<file path="src/rtl/merge_arb.sv">
`default_nettype none
// ============================================================================
// Module   : merge_arb
// Purpose  : Merges two four-phase handshake request channels onto one shared
//            four-phase output channel, one transaction at a time. Contention
//            is resolved round-robin (FAIR=1) or with channel 0 always winning
//            (FAIR=0).
// Ports    : clk, rst       - clock, synchronous active-high reset
//            r0_i / a0_i    - channel 0 request in / acknowledge out
//            r1_i / a1_i    - channel 1 request in / acknowledge out
//            r_o  / a_o     - shared channel request out / acknowledge in
//            gnt_o[1:0]     - one-hot current grant (00 when idle)
//            busy_o         - high whenever a transaction is in progress
// Options  : MERGE_ARB_SYNC_EN - when defined, every input passes through a
//            two-flop synchroniser instead of a single sample flop.
// Revision : 1.0 - initial release
// ============================================================================
module merge_arb #(
    parameter logic FAIR = 1'b1
) (
    input  logic       clk,
    input  logic       rst,
    input  logic       r0_i,
    output logic       a0_i,
    input  logic       r1_i,
    output logic       a1_i,
    output logic       r_o,
    input  logic       a_o,
    output logic [1:0] gnt_o,
    output logic       busy_o
);

    typedef enum logic [1:0] {
        IDLE = 2'd0,
        FWD  = 2'd1,
        ACKD = 2'd2,
        RTZ  = 2'd3
    } state_t;

    // ------------------------------------------------------------------
    // Input sample stage: bit0 = r0_i, bit1 = r1_i, bit2 = a_o
    // ------------------------------------------------------------------
    logic [2:0] samp_q;

`ifdef MERGE_ARB_SYNC_EN
    logic [2:0] meta_q;

    always_ff @(posedge clk) begin
        if (rst) begin
            meta_q <= 3'b000;
            samp_q <= 3'b000;
        end else begin
            meta_q <= {a_o, r1_i, r0_i};
            samp_q <= meta_q;
        end
    end
`else
    always_ff @(posedge clk) begin
        if (rst) begin
            samp_q <= 3'b000;
        end else begin
            samp_q <= {a_o, r1_i, r0_i};
        end
    end
`endif

    logic s_r0;
    logic s_r1;
    logic s_a;

    assign s_r0 = samp_q[0];
    assign s_r1 = samp_q[1];
    assign s_a  = samp_q[2];

    // ------------------------------------------------------------------
    // Control FSM
    // ------------------------------------------------------------------
    state_t     state_q, state_d;
    logic [1:0] gnt_q,   gnt_d;
    logic       prio_q,  prio_d;     // 0: channel 0 holds priority

    logic       s_rg;                // sampled request of the granted channel

    assign s_rg = gnt_q[0] ? s_r0 : s_r1;

    always_ff @(posedge clk) begin
        if (rst) begin
            state_q <= IDLE;
            gnt_q   <= 2'b00;
            prio_q  <= 1'b0;
        end else begin
            state_q <= state_d;
            gnt_q   <= gnt_d;
            prio_q  <= prio_d;
        end
    end

    always_comb begin
        state_d = state_q;
        gnt_d   = gnt_q;
        prio_d  = prio_q;
        case (state_q)
            IDLE: begin
                if (s_r0 && s_r1) begin
                    state_d = FWD;
                    gnt_d   = (FAIR && prio_q) ? 2'b10 : 2'b01;
                end else if (s_r0) begin
                    state_d = FWD;
                    gnt_d   = 2'b01;
                end else if (s_r1) begin
                    state_d = FWD;
                    gnt_d   = 2'b10;
                end
            end
            // A granted request dropping early is deliberately not looked at
            // here; ACKD sees it low and moves straight on to RTZ.
            FWD: begin
                if (s_a) begin
                    state_d = ACKD;
                end
            end
            ACKD: begin
                if (!s_rg) begin
                    state_d = RTZ;
                end
            end
            RTZ: begin
                if (!s_a) begin
                    state_d = IDLE;
                    gnt_d   = 2'b00;
                    prio_d  = ~prio_q;
                end
            end
            default: begin
                state_d = IDLE;
                gnt_d   = 2'b00;
            end
        endcase
    end

    // ------------------------------------------------------------------
    // Output registers, decoded from the current state/grant registers so
    // every output is a clean flop output, one clock behind the FSM.
    // ------------------------------------------------------------------
    logic       r_out_q;
    logic       a0_out_q;
    logic       a1_out_q;
    logic [1:0] gnt_out_q;
    logic       busy_out_q;
    logic       w_ack_phase;

    assign w_ack_phase = (state_q == ACKD) || (state_q == RTZ);

    always_ff @(posedge clk) begin
        if (rst) begin
            r_out_q    <= 1'b0;
            a0_out_q   <= 1'b0;
            a1_out_q   <= 1'b0;
            gnt_out_q  <= 2'b00;
            busy_out_q <= 1'b0;
        end else begin
            r_out_q    <= (state_q == FWD) || (state_q == ACKD);
            a0_out_q   <= w_ack_phase && gnt_q[0];
            a1_out_q   <= w_ack_phase && gnt_q[1];
            gnt_out_q  <= gnt_q;
            busy_out_q <= (state_q != IDLE);
        end
    end

    assign r_o    = r_out_q;
    assign a0_i   = a0_out_q;
    assign a1_i   = a1_out_q;
    assign gnt_o  = gnt_out_q;
    assign busy_o = busy_out_q;

endmodule
`default_nettype wire

</file>
<file path="config.mk">
export PLATFORM = sky130hd
export DESIGN_NAME = merge_arb
export DESIGN_NICKNAME = d
export VERILOG_FILES = /design/src/rtl/merge_arb.sv
export SDC_FILE = /design/constraint.sdc
export NUM_CORES = 1
export LEC_CHECK = 0
export CORE_MARGIN = 3
export CORE_UTILIZATION = 40
export DETAILED_ROUTE_END_ITERATION = 10
export SLEW_MARGIN = 10
export SYNTH_ARGS = -nofsm -noshare
export SYNTH_HDL_FRONTEND = slang
export SYNTH_SLANG_ARGS = --single-unit
</file>
<file path="constraint.sdc">
create_clock -name clk -period 2.01 [get_ports clk]
set_clock_uncertainty 0.15 [all_clocks]
set_input_delay 0.3015 -clock clk [delete_from_list [all_inputs] [get_ports clk]]
set_output_delay 0.3015 -clock clk [all_outputs]
set_load 0.02 [all_outputs]
</file>
==> results.md <==
- Synth Flop Type: dfxtp_1
- Initial Util: 43.59%
- Period minus WS final: about 1.8 ns
- First drt pass iteration count: 4
- Endpoints failing hold: 0
- Reg2reg start: state_q[1]
- CTS clk-pin slew, worst paths: ~0.080 ns
- Type of destination of the critical path: flop
- Grt ovf: 0
- CP max FO: 4
- Largest vdd supply drop: between 0.5 and 0.6 mV
- Cell Rows: 13
- Max frequency: 0.5581 GHz
- #FFs+latches synth: 14
- Total CTS buffers: 3
- IO Pins: 11
- Clock Tree Buf Depth: 2
- Worst path required time: 2.03 ns
- Worst Setup SP: state_q[1]
- Wirelength per Cell: 11.07 um
- Yosys top cell area share: 48.80%
- N_diodes: 0
- Area Growth Syn to Fin: 27.67%
- Max Cap Viol: 0
- FF-to-FF setup slack: between 0.2 and 0.25 ns
- Die W: 43.89 um
- Largest area contributor in the netlist: dfxtp_1
- Share of layout cells above drive strength 1: 13.64%
- Pwr Total: 0.9421 mW
- Skew-Pair Late Insertion Delay: 0.27 ns
- Hold buffers post-CTS: 0
- Part of the power in registers: 40.0%
- Drt total wl: 897 um
- Reg2Reg Depth: 5
- HP Start: gnt_q[1]
- Worst EP arrival: 1.81 ns
- Post-Syn Area per Cell: ~11 sq um
- Distinct cells, synth: 18
- Largest net degree at the start of global routing: 9
- Detailed-route via count: 395
- First-pass GRT wire length: around 1400 um
- Net Switching: 0.3029 mW
- Final worst-path cycle share: 89.15%
- Synth top area cells: dfxtp_1, ha_1, nor2b_1
- Critical path class: flop to flop
- Vias in the first global route: 369
- Layout Nets: 77
- Top-count cell post-synth: dfxtp_1
- Mapped Cells: between 50 and 60
- Combinational power share: 39.1%
- Rel. slew slack: 78.21%
- EDFF count, synth: 0
- Detail Route Antenna Nets: 0
- Mapped Nets: 62
- Via density: 4.877
- Final Max Slew Viols: 0
- Core ar.: 1318 sq um
- Share of flip-flops with an asynchronous set or reset: 0%
- Slew @ Worst Pin: 0.3255 ns
- RSZ-0062 raised after global routing: no
- CTS root buf: clkbuf_4
- Hold path endpoint: gnt_q[1]
- Ys Warns: 0
- Initial antenna violation count: 0
- Die height: 43.89 um
- Iteration-0 DRC Markers: 4
- PortBufs: 10
- CTS sink cnt: 14
- Final setup vio count: 0
- Int Pwr: 0.6392 mW
- H-Tree Level Count: 1
- Capturing point of the worst reg2reg path: state_q[1]
- DR DRC count: 0
- Worst hold stages: 2
- Post CTS Setup Buffer Count: 0
- Die Area: 1926 sq um
- Outcome: complete, no violations
- Worst Hold Class: flop to flop
- PD cells: roughly 1300 nW/um^2
- Clock Power Share: 21.0%
- DPL Wire Length: 693.3 um
- Worst hold-check slack: between 0.3 and 0.4 ns
- Startpoint types: flop
- CTS tree: done
- Total GRT Usage: 10.68%
- Final setup slack of the worst path: 0.2182 ns
- Post-cts resize count: 0
- Sum Neg Setup Slack: 0 ns
- Static leakage: 0.3019 nW
- Gpl congestion: 0.7218
- Sw frac: 32.15%
- Post-Syn Area: 574.3 sq um
- Worst slack, placed: around 0.22 ns
- Commonest cells in the netlist: dfxtp_1, nor2b_1, ha_1, nor2_1, mux2_4
- Sequential share of the synthesized area: 48.80%
sequential cells by signal (all words and copies together) (netlist names):
signal and cells:
gnt_q 2, prio_q 1, samp_q 3, state_q 2
a1_i 1, busy_o 1, a0_i 1, r_o 1
gnt_o 2
stage by stage:
stage               instances  utilization, %  area [sq um]
finish                     81           55.65         733.2
global route               81           55.65         733.2
CTS                        81           55.65         733.2
detailed placement         77           52.90         696.9
global placement           77           52.90         696.9
floorplan                  52               -         574.3
power groups by stage:
stage          registers (mW)  logic [mW]  clock network, mW
6_report                0.377       0.368              0.197
5_1_grt                 0.382       0.409              0.219
4_1_cts                 0.377       0.372              0.207
3_5_place_dp            0.384       0.371                  0
3_3_place_gp            0.383       0.369                  0
2_1_floorplan           0.413       0.232                  0
per-layer routing:
metal / global-route usage (%) / vias up / part of all wire [%]
met4: 5.422 / 0 / 1.0
met5: 0 / - / 0
met3: 4.979 / 2 / 7.7
met1: 10.66 / 175 / 43
met2: 18.31 / 13 / 48
li1: - / 205 / -
critical path: stages, from the launching register on:
cell     delay (ns)
dfxtp_1        0.36
inv_1          0.10
ha_1           0.19
mux2_4         0.27
a211o_1        0.31
mux2_4         0.30
worst max-delay path by stage:
stage / endpoint / slack, ns / cells after the start
2_1_floorplan: state_q[1] / 0.32 / 5
3_3_place_gp: state_q[1] / 0.23 / 5
3_5_place_dp: state_q[1] / 0.22 / 5
4_1_cts: state_q[1] / 0.22 / 5
5_1_grt: state_q[1] / 0.15 / 5
6_report: state_q[1] / 0.22 / 5
cells by family after synthesis:
family,count (synthesis),synth area share (%)
DFF,14,48.80
muxes,3,7.843
adders and majority gates,5,10.89
AOI/OAI and AO/OA,7,8.497
xor gates and xnor gates,1,1.525
and+or+nand+nor,19,20.48
buffers and inverters,3,1.961
area by class of cell:
type	instances	area (sq um)
fill	112	584.3
multi-input combinational	35	282.8
sequential	14	280.3
timing repair buffer	11	107.6
clock buffer	4	36.28
tap	15	18.77
inverter	2	7.507
cells in the final DEF, fill, tap and decap left out, types with 2 or more instances in the layout:
cell type	Yosys	routed
mux2_4	3	3
inv_1	2	2
clkbuf_4	0	3
clkdlybuf4s50_1	0	10
nor2_1	5	5
a21oi_1	2	2
dfxtp_1	14	14
o31ai_1	2	2
nor2b_1	9	9
ha_1	5	5
(Power assumes the default switching activity.)
